==> config.mk <==
export PLATFORM = sky130hd
export DESIGN_NAME = imem_arb
export DESIGN_NICKNAME = d
export VERILOG_FILES = /design/src/rtl/imem_arb.sv
export SDC_FILE = /design/constraint.sdc
export NUM_CORES = 1
export LEC_CHECK = 0
export ABC_AREA = 1
export CORE_UTILIZATION = 36
export CTS_BUF_LIST = sky130_fd_sc_hd__clkbuf_2
export DETAILED_ROUTE_END_ITERATION = 7
export PLACE_DENSITY = 0.93
export SYNTH_ARGS = -nofsm -noshare
export SYNTH_HDL_FRONTEND = slang
export SYNTH_SLANG_ARGS = --single-unit
export TNS_END_PERCENT = 20
==> constraint.sdc <==
create_clock -name clk -period 2.7 [get_ports clk]
set_input_delay 0.27 -clock clk [delete_from_list [all_inputs] [get_ports clk]]
set_output_delay 0.27 -clock clk [all_outputs]
set_load 0.005 [all_outputs]
==> src/rtl/imem_arb.sv <==
`default_nettype none
// ============================================================================
// Module   : imem_arb
// Purpose  : Shares one instruction-memory port between the fetch stage and
//            the loader/debug port. Fetch has fixed priority. A starvation
//            counter promotes a waiting loader, and a burst lock lets the
//            loader own the port. Read data and responses are registered.
// Option   : IMEM_ARB_MISALIGN_CHK_EN adds the err output. Misaligned or
//            out-of-range accesses then return 0 and flag err.
// Revision : 1.0  initial release
// ============================================================================
module imem_arb #(
  parameter int DEPTH_WORDS = 64,
  parameter int STARVE_MAX  = 4
) (
  input  logic        clk,
  input  logic        reset,
  input  logic        f_req,
  input  logic [31:0] f_addr,
  output logic        f_gnt,
  output logic        f_rvalid,
  output logic [31:0] f_rdata,
  input  logic        l_req,
  input  logic        l_we,
  input  logic        l_lock,
  input  logic [31:0] l_addr,
  input  logic [31:0] l_wdata,
  output logic        l_gnt,
  output logic        l_rvalid,
  output logic [31:0] l_rdata,
  output logic        m_we,
  output logic [31:0] m_addr,
  output logic [31:0] m_wdata,
  input  logic [31:0] m_rdata
`ifdef IMEM_ARB_MISALIGN_CHK_EN
  ,
  output logic        err
`endif
);

  localparam logic [0:0]  c_IDLE       = 1'b0;
  localparam logic [0:0]  c_LOCKED     = 1'b1;
  localparam logic [3:0]  c_STARVE_MAX = 4'(STARVE_MAX);
  localparam logic [29:0] c_DEPTH      = 30'(DEPTH_WORDS);

  logic [0:0]  r_state;
  logic [0:0]  w_next_state;
  logic [3:0]  r_starve;
  logic        r_f_rvalid;
  logic [31:0] r_f_rdata;
  logic        r_l_rvalid;
  logic [31:0] r_l_rdata;

  // Address qualification. A "bad" read returns 0 instead of memory data;
  // a write is only committed when it targets an existing, legal word.
  logic w_l_oor;
  logic w_f_bad;
  logic w_l_bad;
  logic w_l_wr_ok;

  assign w_l_oor = (l_addr[31:2] >= c_DEPTH);

`ifdef IMEM_ARB_MISALIGN_CHK_EN
  logic w_f_oor;
  logic r_err;
  assign w_f_oor   = (f_addr[31:2] >= c_DEPTH);
  assign w_f_bad   = w_f_oor || (f_addr[1:0] != 2'b00);
  assign w_l_bad   = w_l_oor || (l_addr[1:0] != 2'b00);
  assign w_l_wr_ok = !w_l_bad;
  assign err       = r_err;
`else
  assign w_f_bad   = 1'b0;
  assign w_l_bad   = 1'b0;
  assign w_l_wr_ok = !w_l_oor;
`endif

  // State register: burst-lock ownership.
  always_ff @(posedge clk or posedge reset) begin
    if (reset) r_state <= c_IDLE;
    else       r_state <= w_next_state;
  end

  // Next state: lock on a locking loader grant, release as soon as l_lock drops.
  always_comb begin
    w_next_state = r_state;
    case (r_state)
      c_IDLE:   if (l_gnt && l_lock) w_next_state = c_LOCKED;
      c_LOCKED: if (!l_lock)         w_next_state = c_IDLE;
      default:  w_next_state = c_IDLE;
    endcase
  end

  // Grant decode. A LOCKED cycle with l_lock low is arbitrated as IDLE so a
  // waiting fetch gets the port in the very cycle the lock drops.
  always_comb begin
    f_gnt = 1'b0;
    l_gnt = 1'b0;
    if (!reset) begin
      if (r_state == c_LOCKED && l_lock) begin
        l_gnt = l_req;
      end else if (f_req && l_req) begin
        if (r_starve == c_STARVE_MAX) l_gnt = 1'b1;
        else                          f_gnt = 1'b1;
      end else begin
        f_gnt = f_req;
        l_gnt = l_req;
      end
    end
  end

  assign m_addr  = l_gnt ? l_addr  : f_addr;
  assign m_wdata = l_gnt ? l_wdata : 32'h0;
  assign m_we    = l_gnt && l_we && w_l_wr_ok;

  // Starvation counter: counts denied loader cycles, saturating, cleared on grant.
  always_ff @(posedge clk or posedge reset) begin
    if (reset)                                      r_starve <= 4'd0;
    else if (l_gnt)                                 r_starve <= 4'd0;
    else if (l_req && (r_starve != c_STARVE_MAX))   r_starve <= r_starve + 4'd1;
  end

  // Fetch response: one-cycle valid pulse, data held until the next response.
  always_ff @(posedge clk or posedge reset) begin
    if (reset) begin
      r_f_rvalid <= 1'b0;
      r_f_rdata  <= 32'h0;
    end else begin
      r_f_rvalid <= f_gnt;
      if (f_gnt) r_f_rdata <= w_f_bad ? 32'h0 : m_rdata;
    end
  end

  // Loader response: read data, or zero as the write acknowledge.
  always_ff @(posedge clk or posedge reset) begin
    if (reset) begin
      r_l_rvalid <= 1'b0;
      r_l_rdata  <= 32'h0;
    end else begin
      r_l_rvalid <= l_gnt;
      if (l_gnt) r_l_rdata <= (l_we || w_l_bad) ? 32'h0 : m_rdata;
    end
  end

`ifdef IMEM_ARB_MISALIGN_CHK_EN
  // Error flag pulses alongside the response of a rejected access.
  always_ff @(posedge clk or posedge reset) begin
    if (reset) r_err <= 1'b0;
    else       r_err <= (f_gnt && w_f_bad) || (l_gnt && w_l_bad);
  end
`endif

  assign f_rvalid = r_f_rvalid;
  assign f_rdata  = r_f_rdata;
  assign l_rvalid = r_l_rvalid;
  assign l_rdata  = r_l_rdata;

endmodule
`default_nettype wire

==> run metrics <==
gp weighted congestion 0.9700; Port-buffer cells between 200 and 300; clock skew 0.04583 ns; Max FO, Critical Path 24; Post-Place Worst Slack ~0.11 ns; run status finished clean; vias in the first global route 3981; worst vdd rail ir drop 418.7 uV; worst stage delay on the critical path 0.53 ns; grt total ovfl 0; Critical Path Start Type flop; routed vias 4287; area leader, netlist dfrtp_1; most common cell after layout, fill and taps aside nand2_1; post-DR wirelength/cell 15.98 microns; std cell rows 36; initial antenna violation count 0; Sink Count between 70 and 80; Ys Warns 0; register bit count reported by yosys 71; HPWL Detailed between 10000 and 15000 microns; layout net count 925; max-slew violations 0; worst setup margin a little under 0.1 ns; CP Data Required Time 2.43 ns; hold crit path type in2reg; CP Class reg2out; share of layout cells above drive strength 1 0.05416; synthesis-to-layout area growth 82.11%; die width slightly above 100 microns; CP max-delay cell clkdlybuf4s50_1; post-synthesis cell count around 530; die area 10630 sq um; syn_nets ~660; TritonRoute pass-1 iters 5; syn avg cell area 7.007 sq um; DR DRC count 0; most frequent cells in the layout 262 x nand2_1, 235 x clkdlybuf4s50_1, 71 x dfrtp_1; worst path arrival time 2.33 ns; Total GRT Usage 0.2712; Initial Utilization 0.3746; largest net degree at the start of global routing 72; DR vias/cell 4.620; root buffer cell clkbuf_2; number of max-cap violations 0; f_max 384.2 MHz; Core ar. around 9800 sq um; cts hold-fix bufs 0; CTS tree built; I/O Pins 267; clk buf depth 2; Die Y 103.1 microns; clk slew on worst S/H paths 0.24 ns; worst path bufs/invs 3; first-pass GRT wire length 21080 microns; worst skew pair latency 0.51 ns; WL final 14830 microns; Iter 0 DRT Violations 234; CP delay by family, top buffers and inverters; Yosys top cell area share 0.4830; Leak Pwr 3.646 nW; critical-path cell list inv_1, ha_2, nand3_2, nand2_4, nand2_8, buf_12, nor2_1, clkdlybuf4s50_1; Hold Slack 0.2909 ns; worst slew pin tran between 0.8 and 0.9 ns; setup tns final 0 ns; CTS buffer count 9; Synth cell types 19; pwr dens 527.5 nW/um^2; Rel. slew slack 0.4213; Final ANT Viol Nets 0; CP Capture Type primary output; H-Tree Depth 3; Synth area leaders dfrtp_1 48%, nand2_1 27%, o21ai_0 5.6%, inv_1 5.4%, nor2_1 5.2%; Netlist Area Pre-Place 3679 sq um; register area share after synthesis 0.4830; Finish-stage setup viols 0; Fin. Hold Viols 0; RSZ-0062 raised after global routing yes; min Tclk post-route 2.603 ns; Tcrit/Tclk final 0.9640
==> per-stage QoR <==
stage / instances / total power (W) / utilization / area [sq um]
6_report: 928 / 0.003534 / 0.6822 / 6699
5_1_grt: 927 / 0.003755 / 0.6820 / 6696
4_1_cts: 925 / 0.003529 / 0.6706 / 6585
3_5_place_dp: 906 / 0.002873 / 0.6525 / 6407
3_3_place_gp: 906 / 0.002828 / 0.6525 / 6407
2_1_floorplan: 525 / 0.001942 / - / 3679
==> per-layer routing <==
layer	GRT usage	vias up	wire, microns
li1	-	2102	-
met1	0.3274	1961	5699
met2	0.4559	199	7254
met3	0.08949	25	1563
met4	0.09209	0	312
met5	0	-	0
==> Yosys cell counts <==
library cell,number
nand2_1,262
dfrtp_1,71
inv_1,53
nor2_1,51
o21ai_0,41
clkbuf_1,10
buf_6,8
buf_2,6
nand3_1,5
nand4_1,3
o21ai_2,3
buf_4,2
ha_1,2
inv_2,2
nand2_2,2
a21oi_1,1
nand2_4,1
nand3_2,1
xor2_1,1
==> state kept, by name, indices dropped and copies added, names as in the netlist <==
register / flops
l_rvalid: 1
l_rdata: 32
f_rvalid: 1
r_starve: 4
r_state: 1
f_rdata: 32
==> tightest hold or removal path, delay by kind of cell <==
kind	cells	cell delay, ns
buffers and inverters	1	0.42
AND/OR/NAND/NOR	2	0.11
==> cell families after synthesis <==
kind of cell               after synthesis  share of synthesized area
AOI/OAI and AO/OA                       45                    0.06429
xor gates and xnor gates                 1                   0.002381
adders and majority gates                2                   0.006802
buffers and inverters                   81                     0.1031
DFF                                     71                     0.4830
and+or+nand+nor                        325                     0.3405
==> area by class of cell <==
class / count / area, sq um
clock buffers: 10 / 50.05
fillers: 806 / 3120
well taps: 133 / 166.4
multi-input cells: 373 / 1551
diodes: 1 / 2.502
flip-flops and latches: 71 / 1777
inverters: 55 / 219.0
clock inverters: 6 / 67.56
repair buffers: 279 / 2865
==> worst paths after layout <==
check                                             start                      end  slack [ns]  cells past startpoint
worst max-delay path            r_starve[0]$_DFFE_PP0P_              m_wdata[17]         0.1                      8
worst min-delay path                         m_rdata[7]   f_rdata[7]$_DFFE_PP0P_        0.29                      3
worst max register to register  r_starve[1]$_DFFE_PP0P_  r_starve[0]$_DFFE_PP0P_        1.06                      8
worst min register to register   f_rdata[2]$_DFFE_PP0P_   f_rdata[2]$_DFFE_PP0P_        0.51                      2
max in group asynchronous                         reset   l_rdata[5]$_DFFE_PP0N_        1.69                      3
min in group asynchronous                         reset        r_state$_DFF_PP0_        0.42                      3
==> where the power goes <==
part	total, W	switching [W]	internal (W)
Sequential	0.00144	0.000146	0.00129
Clock	0.000623	0.000400	0.000223
Combinational	0.00147	0.000613	0.000856
==> what timing repair did <==
item	CTS	global route
gates cloned	1	0
setup endpoints to repair	48	50
buffers inserted	2	2
resized for setup	19	33
No activity file was read; power rests on OpenSTA's default activity.
